## src/rtl/instruction_fetch.sv

```systemverilog
// Fetch stage: owns the PC, addresses the combinational instruction ROM and issues one registered
// instruction per cycle. Optional build macro FETCH_NOP_DELAY_EN turns NOP into a timed wait.
module instruction_fetch #(
    parameter logic [15:0] RESET_PC = 16'd0
) (
    input  logic        Clock,
    input  logic        Reset,
    output logic [15:0] oAddress,
    input  logic [27:0] iInstruction,
    output logic [27:0] oInstruction,
    output logic        oValid,
    output logic [15:0] oPC,
    input  logic        iStall,
    input  logic        iBranchTaken,
    input  logic [7:0]  iBranchTarget
);

    localparam logic [3:0] OP_JMP = 4'd5;

`ifdef FETCH_NOP_DELAY_EN
    localparam logic [3:0] OP_NOP = 4'd0;

    typedef enum logic {
        S_FETCH,
        S_WAIT
    } state_t;

    state_t      state, state_next;
    logic [23:0] count, count_next;
`endif

    logic [15:0] pc, pc_next;
    logic [27:0] instr_next;
    logic        valid_next;
    logic [15:0] opc_next;

    assign oAddress = pc;

    // NOTE: every signal gets its hold value before any branch, so no path leaves one unassigned
    // and no latch is inferred.
    always_comb begin
        pc_next    = pc;
        instr_next = oInstruction;
        valid_next = oValid;
        opc_next   = oPC;
`ifdef FETCH_NOP_DELAY_EN
        state_next = state;
        count_next = count;
`endif
        if (iBranchTaken) begin
            // Squash whatever is issued, stalled or not, and restart at the branch target.
            pc_next    = {8'd0, iBranchTarget};
            valid_next = 1'b0;
`ifdef FETCH_NOP_DELAY_EN
            state_next = S_FETCH;
            count_next = '0;
`endif
        end else if (iStall && oValid) begin
            // Execute is holding the live instruction; keep everything as is.
            pc_next = pc;
`ifdef FETCH_NOP_DELAY_EN
        end else if (state == S_WAIT) begin
            valid_next = 1'b0;
            count_next = count - 24'd1;
            if (count == 24'd1) begin
                state_next = S_FETCH;
            end
`endif
        end else begin
            pc_next = pc + 16'd1;
            if (iInstruction[27:24] == OP_JMP) begin
                // Jumps are folded here and never reach execute.
                pc_next    = {8'd0, iInstruction[23:16]};
                valid_next = 1'b0;
`ifdef FETCH_NOP_DELAY_EN
            end else if (iInstruction[27:24] == OP_NOP) begin
                // The fetch edge itself is the first bubble; WAIT adds the remaining N.
                valid_next = 1'b0;
                if (iInstruction[23:0] != 24'd0) begin
                    count_next = iInstruction[23:0];
                    state_next = S_WAIT;
                end
`endif
            end else begin
                instr_next = iInstruction;
                opc_next   = pc;
                valid_next = 1'b1;
            end
        end
    end

    // NOTE: state registers use non-blocking assignments so every flop samples pre-edge values.
    always_ff @(posedge Clock) begin
        if (!Reset) begin
            pc           <= RESET_PC;
            oInstruction <= '0;
            oValid       <= 1'b0;
            oPC          <= '0;
`ifdef FETCH_NOP_DELAY_EN
            state        <= S_FETCH;
            count        <= '0;
`endif
        end else begin
            pc           <= pc_next;
            oInstruction <= instr_next;
            oValid       <= valid_next;
            oPC          <= opc_next;
`ifdef FETCH_NOP_DELAY_EN
            state        <= state_next;
            count        <= count_next;
`endif
        end
    end

endmodule
```

## config.mk

```make
export PLATFORM = sky130hd
export DESIGN_NAME = instruction_fetch
export DESIGN_NICKNAME = d
export VERILOG_FILES = /design/src/rtl/instruction_fetch.sv
export SDC_FILE = /design/constraint.sdc
export NUM_CORES = 1
export LEC_CHECK = 0
export ABC_AREA = 1
export CAP_MARGIN = 20
export CORE_MARGIN = 2
export CORE_UTILIZATION = 46
export CTS_BUF_LIST = sky130_fd_sc_hd__clkbuf_2
export DETAILED_ROUTE_END_ITERATION = 10
export PLACE_DENSITY = 0.83
export SYNTH_ARGS = -nofsm -noshare
export SYNTH_HDL_FRONTEND = slang
export SYNTH_SLANG_ARGS = --single-unit
```

## constraint.sdc

```tcl
create_clock -name Clock -period 1.6 [get_ports Clock]
set_input_delay 0.24 -clock Clock [delete_from_list [all_inputs] [get_ports Clock]]
set_output_delay 0.24 -clock Clock [all_outputs]
set_load 0.005 [all_outputs]
```

== Yosys cells after proc, flatten, opt, wreduce, memory -nomap -nowiden ==
Cells that the tools add are included.

* Flip-flop bits (word level): 61
* Input bits: 40
* Logic and storage cells: 19
* Output and inout port bits: 61

* Reduce and logical (&&, ||, !) cells: 3
* Multiplexer cells: 4
* Equality and inequality tests: 2
* Add/sub/neg operators: 1
* Bitwise logic cells: 4

{| class="wikitable"
|+ Operator list
! cell !! count
|-
| $add A16 B1 Y16 const B || 1
|-
| $mux W16 || 1
|-
| $mux W8 || 2
|-
| $eq A4 B3 Y1 const B || 1
|-
| $not A1 Y1 || 4
|-
| $reduce_and A3 Y1 || 1
|-
| $ne A2 B2 Y1 const B || 1
|-
| $reduce_or A2 Y1 || 1
|-
| $logic_and A1 B1 Y1 || 1
|-
| $mux W1 || 1
|}

== Longest topological paths before layout ==
Gate-level depths: netlist of the first run.

* Depth in word-level cells: 4
* Mapped depth: 9

== Worst setup path after synthesis of the first run ==
No wires, ideal clock.

* Kind: register to register
* Start: register pc[1] (netlist: oAddress[1])
* End: register pc[12] (netlist: oAddress[12])
* Arrival: 1215 ps
* Period minus slack after synthesis: 1332 ps
* Setup slack: 268 ps
* Required time: 1483 ps
* Library setup time: 117 ps
* Buffers on the path: 0
* Cell stages (with the launch flop): 9
* Cell sequence: dfxtp_1 ha_1 nand2_2 nor2_2 nand2_1 nor2_2 nand3_1 o21ai_1 nor2_1

* Longest elaborated chain between the ends: 2

{| class="wikitable"
|+ RTL lines
! item !! line !! text
|-
| start, declared || 32 || <nowiki>logic [15:0] pc, pc_next;</nowiki>
|-
| start signal, assigned || 104 || <nowiki>pc <= pc_next;</nowiki>
|-
| $add A16 B1 Y16 || 70 || <nowiki>pc_next = pc + 16'd1;</nowiki>
|-
| $mux W16 || 71 || <nowiki>if (iInstruction[27:24] == OP_JMP) begin</nowiki>
|}

Every way passes these cells.
A chain may end at the register's enable or synchronous reset.

== Worst setup path in the final report of the first run ==
* Start: register pc[1] (netlist: oAddress[1])
* End: output oAddress[1]

{| class="wikitable"
|+ RTL lines
! item !! line !! text
|-
| end, declared || 8 || <nowiki>output logic [15:0] oAddress,</nowiki>
|}

No word-level cell between the ends.

==> impl_metrics.py, run 1 <==
metrics = {
    "sta": {
        "finalCriticalPeriod_ns": 1.49,
        "fin_tns_setup_ns": 0,
        "finalHoldViolations": 0,
        "worst_pin_slew_ns": 0.380,
        "clock.fmax_mhz": 672,
        "rsz0062_at_grt": "false",
        "finalMaxSlewViolations": 0,
        "fin_crit_sh_pct": 92.9,
        "finalSetupViolations": 0,
        "clock_skew_ns": 0.0130,
        "relSlewSlack_pct": 74.7,
    },
    "synthesis": {
        "synth_cell_types": 31,
        "synthFlopType": "dfxtp_1",
        "synth_top_area_share_pct": 44.9,
        "synth_common_cells": "nor2_1 (64), dfxtp_1 (61), o21ai_0 (53)",
        "ys_top_cells_by_area": "dfxtp_1 (45%), o21ai_0 (9.8%), nor2_1 (8.8%)",
        "synth.avg_cell_area_um2": 7.47,
        "async_reset_ff_share_pct": 0,
        "synthMuxAreaShare_pct": 0,
        "synth_largest_area_cell": "dfxtp_1",
        "netlist_instances": 364,
        "synth_adder_area_share_pct": 0.460,
        "synth_top_family_by_area": "simple AND/OR/NAND/NOR gates",
        "ys.warnings.count": 0,
        "syn-cell-area_um2": 2720,
        "synth-edff-count": 0,
        "synth.yosys.seq_area_share_pct": 44.9,
        "synth_compound_area_share_pct": 17.0,
        "synth_xor_area_share_pct": 0.644,
        "ys_ff_latch": 61,
        "synthSimpleGateAreaFrac_pct": 28.0,
        "synth_most_common_cell": "nor2_1",
        "syn_nets": 405,
    },
    "run": {
        "maxCapViolCount": 0,
    },
    "placed_design": {
        "io_buffers": 100,
        "routabilityCongestion": 0.930,
        "dp.final_hpwl_um": 5830,
        "dp.cells": 544,
    },
    "setup_path": {
        "cp-start-kind": "flip-flop",
        "worstReg2RegStart": "oAddress[0]$_SDFFE_PN0P_",
        "cp.required_ns": 1.36,
        "r2r_slack_ns": 0.12,
        "crit_type": "reg2out",
        "r2r_cells": 9,
        "regToRegEndpoint": "oAddress[12]$_SDFFE_PP0N_",
        "arrival_ns": 1.25,
        "crit_fanout": 5,
        "end_kind": "primary output",
    },
    "clock_network": {
        "cts_buffer_depth": 2,
        "cts_num_sinks": 61,
        "cts_buffers": 9,
        "clkTransAtPathRegs_ns": 0.17,
        "cts_max_level": 3,
        "cts_tree": "done",
        "clk-insertion-delay-late_ns": 0.50,
        "hold_buffers": 0,
        "cts_root_buffer": "clkbuf_2",
    },
    "floorplan": {
        "die_h_um": 80.9,
        "die_w_um": 80.9,
        "die-area_um2": 6540,
        "fp.coreArea_um2": 5820,
        "io_pins": 101,
        "rows": 28,
        "start_util_pct": 46.8,
    },
    "route": {
        "avgViaCountPerCell": 5.06,
        "initialDrtViolationCount": 126,
        "drc": 0,
        "num_vias": 2986,
        "ant_nets": 0,
        "drt_wl_total_um": 8740,
        "drt_pass1_iterations": 4,
        "wl_per_cell_um": 14.8,
    },
    "global_routing": {
        "grt_use_met2_pct": 43.6,
        "met3_usage_pct": 7.44,
        "antenna_found_initial": 0,
        "grt_pass1_wl_um": 12800,
        "grt_max_degree": 47,
        "overflow": 0,
        "busiest_layer": "met2",
        "grt_usage_pct": 25.8,
        "grt_pass1_vias": 2803,
        "gr-usage-met1_pct": 29.5,
    },
    "pwr": {
        "power_uw": 3520,
        "power.density_nw_per_um2": 798,
        "p_leak_uw": 0.00242,
        "irDropWorstVdd_v": 0.000426,
    },
    "finish": {
        "antenna_cells": 0,
        "nNetsFinal": 551,
        "drive_gt1_share_pct": 32.2,
        "final_util_pct": 75.8,
        "syn_to_final_growth_pct": 62.1,
        "layout.cells.non_filler": 590,
    },
    "worst_hold_path": {
        "holdPathStages": 3,
        "min_path_type": "in2reg",
        "min_to": "oInstruction[11]$_SDFFE_PN0P_",
        "min-delay-start": "iInstruction[11]",
    },
    "outcome": {
        "status": "completed",
    },
}
==> layout by cell type (no fill, tap or decap), types with 5 or more instances in the layout <==
cell type,Yosys,final
inv_1,28,28
clkbuf_2,3,12
dlygate4sd2_1,0,25
a21oi_1,29,28
dfxtp_4,0,8
buf_4,0,49
nand2_2,4,5
clkdlybuf4s50_1,0,39
dfxtp_2,0,53
nand2_1,44,43
dlymetal6s2s_1,0,36
nand3_1,17,17
o21ai_0,53,52
nor2_1,64,64
nor2_2,22,20
==> registers in the layout, indices dropped and copies added (netlist names) <==
register      cells
oAddress         16
oValid            1
oPC              16
oInstruction     28
==> worst max-delay path, stage by stage, from the launching register on <==
cell and delay (ns):
dfxtp_2 0.35, buf_4 0.15, dlygate4sd2_1 0.26
==> metrics by stage <==
step           setup slack [ns]  instance area [um2]  hold slack [ns]
2_1_floorplan             0.268                 2720            0.387
3_3_place_gp            -0.0391                 3880            0.450
3_5_place_dp             -0.109                 3880            0.472
4_1_cts                0.000419                 4230            0.331
5_1_grt                  0.0196                 4410            0.326
6_report                  0.113                 4410            0.351
==> how the worst max path moves through the flow <==
stage	start	endpoint	slack, ns	cells past startpoint
global placement	iInstruction[27]	oAddress[6]$_SDFFE_PN0P_	-0.04	7
floorplan	oAddress[1]$_SDFFE_PN0P_	oAddress[12]$_SDFFE_PP0N_	0.27	8
CTS	oInstruction[21]$_SDFFE_PN0P_	oInstruction[21]	0.0004	1
global route	oAddress[0]$_SDFFE_PN0P_	oAddress[12]$_SDFFE_PP0N_	0.02	9
finish	oAddress[1]$_SDFFE_PN0P_	oAddress[1]	0.11	2
detailed placement	iInstruction[25]	oPC[3]$_SDFFE_PN0P_	-0.11	8
==> routing by layer <==
metal | share of wire (%) | vias to the layer above
met5 | 0 | -
met4 | 3.3 | 0
met3 | 8.4 | 31
met2 | 49 | 126
met1 | 40 | 1355
li1 | - | 1474
==> kinds of logic (layout without fill, tap and decap cells) <==
group | after synthesis | after routing
simple gates | 163 | 163
compound gates | 90 | 90
flops | 61 | 61
buf+inv | 47 | 198
xor+xnor | 2 | 2
fa+ha+maj | 1 | 1
==> power by group <==
group	switching [uW]	total, uW	internal (uW)
logic	324	715	391
clock network	575	1110	536
registers	57.8	1690	1630
total	957	3520	2560
==> cell type report <==
class | instances | area [um2]
Timing Repair Buffer | 151 | 1470
Fill cell | 416 | 1410
Sequential cell | 61 | 1320
Multi-Input combinational cell | 256 | 1270
Inverter | 31 | 124
Tap cell | 75 | 93.8
Clock inverter | 4 | 72.6
Clock buffer | 12 | 60.1
==> what timing repair did <==
item	in CTS	in global routing
pin swaps	0	1
setup endpoints to repair	58	39
hold endpoints to repair	0	0
resized for setup	91	45
buffers inserted	21	9
(Power assumes the default switching activity.)
==> run 2: changes to the inputs <==
Settings changed: ABC_CLOCK_PERIOD_IN_PS set to 1600.
==> results of run 2 <==
The final DEF is identical to that of run 1; final timing and power are the same.
==> run 3: changes to the inputs <==
Settings changed: MAX_ROUTING_LAYER set to met4.
==> run 3 against run 2 <==
  * Via count up 0.70%
  * Register-to-register slack better by 0.02 ns
  * Sequential share of layout area up 0.53 points
  * Critical path type unchanged
  * Critical endpoint unchanged
==> impl_metrics.py, run 3 (synthesis gave the netlist of run 1 again) <==
metrics = {
    "finish": {
        "syn_to_final_growth_pct": 58.8,
        "largest_reg_flops": 28,
        "final_common_cell": "nor2_1",
        "layout.cell_area.non_filler_um2": 4320,
        "antenna_cells": 0,
        "final_cell_mix": "nor2_1 (64), o21ai_0 (53), dfxtp_2 (53)",
        "nNetsFinal": 550,
        "largest_register": "oInstruction",
        "drive_gt1_share_pct": 31.5,
    },
    "clock_network": {
        "cts_root_buffer": "clkbuf_2",
        "clkTransAtPathRegs_ns": 0.19,
        "cts_max_level": 3,
        "cts_buffer_depth": 2,
        "cts_buffers": 9,
        "cts_num_sinks": 61,
        "cts_tree": "done",
        "clk-insertion-delay-late_ns": 0.49,
        "hold_buffers": 0,
    },
    "floorplan": {
        "die_w_um": 80.9,
        "start_util_pct": 46.8,
        "rows": 28,
        "die-area_um2": 6540,
        "io_pins": 101,
        "fp.coreArea_um2": 5820,
        "die_h_um": 80.9,
    },
    "route": {
        "drt_wl_total_um": 8460,
        "wl_met1_um": 3430,
        "wl_per_cell_um": 14.4,
        "drc": 0,
        "avgViaCountPerCell": 5.11,
        "num_vias": 3007,
        "drt_pass1_iterations": 5,
        "wl_met2_um": 4270,
        "ant_nets": 0,
        "wl_met3_um": 649,
        "initialDrtViolationCount": 95,
        "topRoutingLayerUsed": "met4",
    },
    "sta": {
        "finalMaxSlewViolations": 0,
        "finalCriticalPeriod_ns": 1.48,
        "clock_skew_ns": 0.0229,
        "fin_crit_sh_pct": 92.2,
        "clock.fmax_mhz": 678,
        "relSlewSlack_pct": 74.7,
        "fin_tns_setup_ns": 0,
        "finalHoldViolations": 0,
        "finalSetupViolations": 0,
        "worst_pin_slew_ns": 0.380,
        "layout_setup_ws_ns": 0.124,
    },
    "pwr": {
        "power_switching_uw": 996,
        "swShare_pct": 28.2,
        "p_int_uw": 2530,
        "irDropWorstVdd_v": 0.000567,
        "seqPwrFrac_pct": 47.8,
        "power.density_nw_per_um2": 817,
        "comb_power_share_pct": 19.8,
        "power.share.clock_pct": 32.4,
        "p_leak_uw": 0.00217,
    },
    "setup_path": {
        "cp.required_ns": 1.36,
        "critPathBufInv": 2,
        "critPathTopFamily": "buffers and inverters",
        "r2r_slack_ns": 0.14,
        "max_stage_delay_ns": 0.36,
        "path_depth": 2,
        "arrival_ns": 1.24,
        "slowest_stage": "dfxtp_2",
        "crit_fanout": 5,
        "end_kind": "primary output",
        "crit_type": "reg2out",
        "regToRegEndpoint": "oAddress[10]$_SDFFE_PP0N_",
        "cp-start-kind": "flip-flop",
        "crit_chain": "buf_4 -> dlygate4sd2_1",
        "r2r_cells": 8,
        "worstReg2RegStart": "oAddress[0]$_SDFFE_PN0P_",
    },
    "worst_hold_path": {
        "holdPathStages": 3,
        "min_path_type": "in2reg",
        "min_to": "oInstruction[23]$_SDFFE_PN0P_",
        "min-delay-start": "iInstruction[23]",
    },
    "run": {
        "maxCapViolCount": 0,
    },
    "global_routing": {
        "antenna_found_initial": 0,
        "grt_pass1_wl_um": 13100,
        "grt_max_degree": 47,
        "grt_usage_pct": 27.3,
        "grt_pass1_vias": 2807,
        "overflow": 0,
    },
    "outcome": {
        "status": "completed",
    },
    "placed_design": {
        "routabilityCongestion": 0.931,
        "io_buffers": 100,
        "dpl-instance-area_um2": 3880,
        "pre_cts_ws_ns": -0.0784,
        "dp.final_hpwl_um": 5720,
    },
}
==> run 3: changes by cell type in the layout (fill, tap and decap cells not counted), sizes merged <==
cell and delta:
buf -1, dlygate4sd2 +21, clkinvlp +2, inv +1, dlymetal6s2s -21, clkbuf -3
==> run 3: power by group through the flow <==
stage	clock (uW)	sequential (uW)	combinational, uW
floorplan	0	1730	276
global placement	0	1720	654
detailed placement	0	1730	668
CTS	1140	1690	696
global route	1230	1700	766
finish	1140	1690	699
==> run 3: layout make-up <==
class / count / area (um2)
clock buffer: 9 / 45.0
clock inverter: 7 / 97.6
fill: 456 / 1500
inverter: 31 / 124
multi-input combinational: 256 / 1260
sequential: 61 / 1310
tap: 75 / 93.8
timing repair buffer: 150 / 1380
==> run 3: worst max-delay path by stage <==
stage,to,startpoint
after floorplan,oAddress[12]$_SDFFE_PP0N_,oAddress[1]$_SDFFE_PN0P_
after global placement,oAddress[6]$_SDFFE_PN0P_,iInstruction[27]
after CTS,oPC[8],oPC[8]$_SDFFE_PN0P_
after global routing,oAddress[10]$_SDFFE_PP0N_,oAddress[0]$_SDFFE_PN0P_
final,oAddress[1],oAddress[1]$_SDFFE_PN0P_
after detailed placement,oAddress[6]$_SDFFE_PN0P_,iInstruction[27]
==> run 3: per-layer routing <==
metal	global-route usage, %	vias up
met4	7.97	0
met2	48.5	116
met5	-	-
li1	-	1472
met1	30.8	1407
met3	6.11	12
==> run 3: worst min-delay path, delay by kind of cell <==
kind | cells | cell delay [ns]
buffers and inverters | 2 | 0.50
AOI/OAI and AO/OA | 1 | 0.07
==> run 3: through the flow <==
stage / utilization [%] / total power [uW] / hold slack, ns / std cells
2_1_floorplan: - / 2010 / 0.387 / 364
3_3_place_gp: 66.7 / 2380 / 0.449 / 544
3_5_place_dp: 66.7 / 2390 / 0.451 / 544
4_1_cts: 73.3 / 3520 / 0.317 / 588
5_1_grt: 74.3 / 3700 / 0.307 / 589
6_report: 74.3 / 3530 / 0.340 / 589
==> run 3: repair_timing <==
item,4_1_cts,5_1_grt
setup buffers,28,1
resized for setup,111,19
pin swaps,0,0
endpoints found under the setup margin,59,16
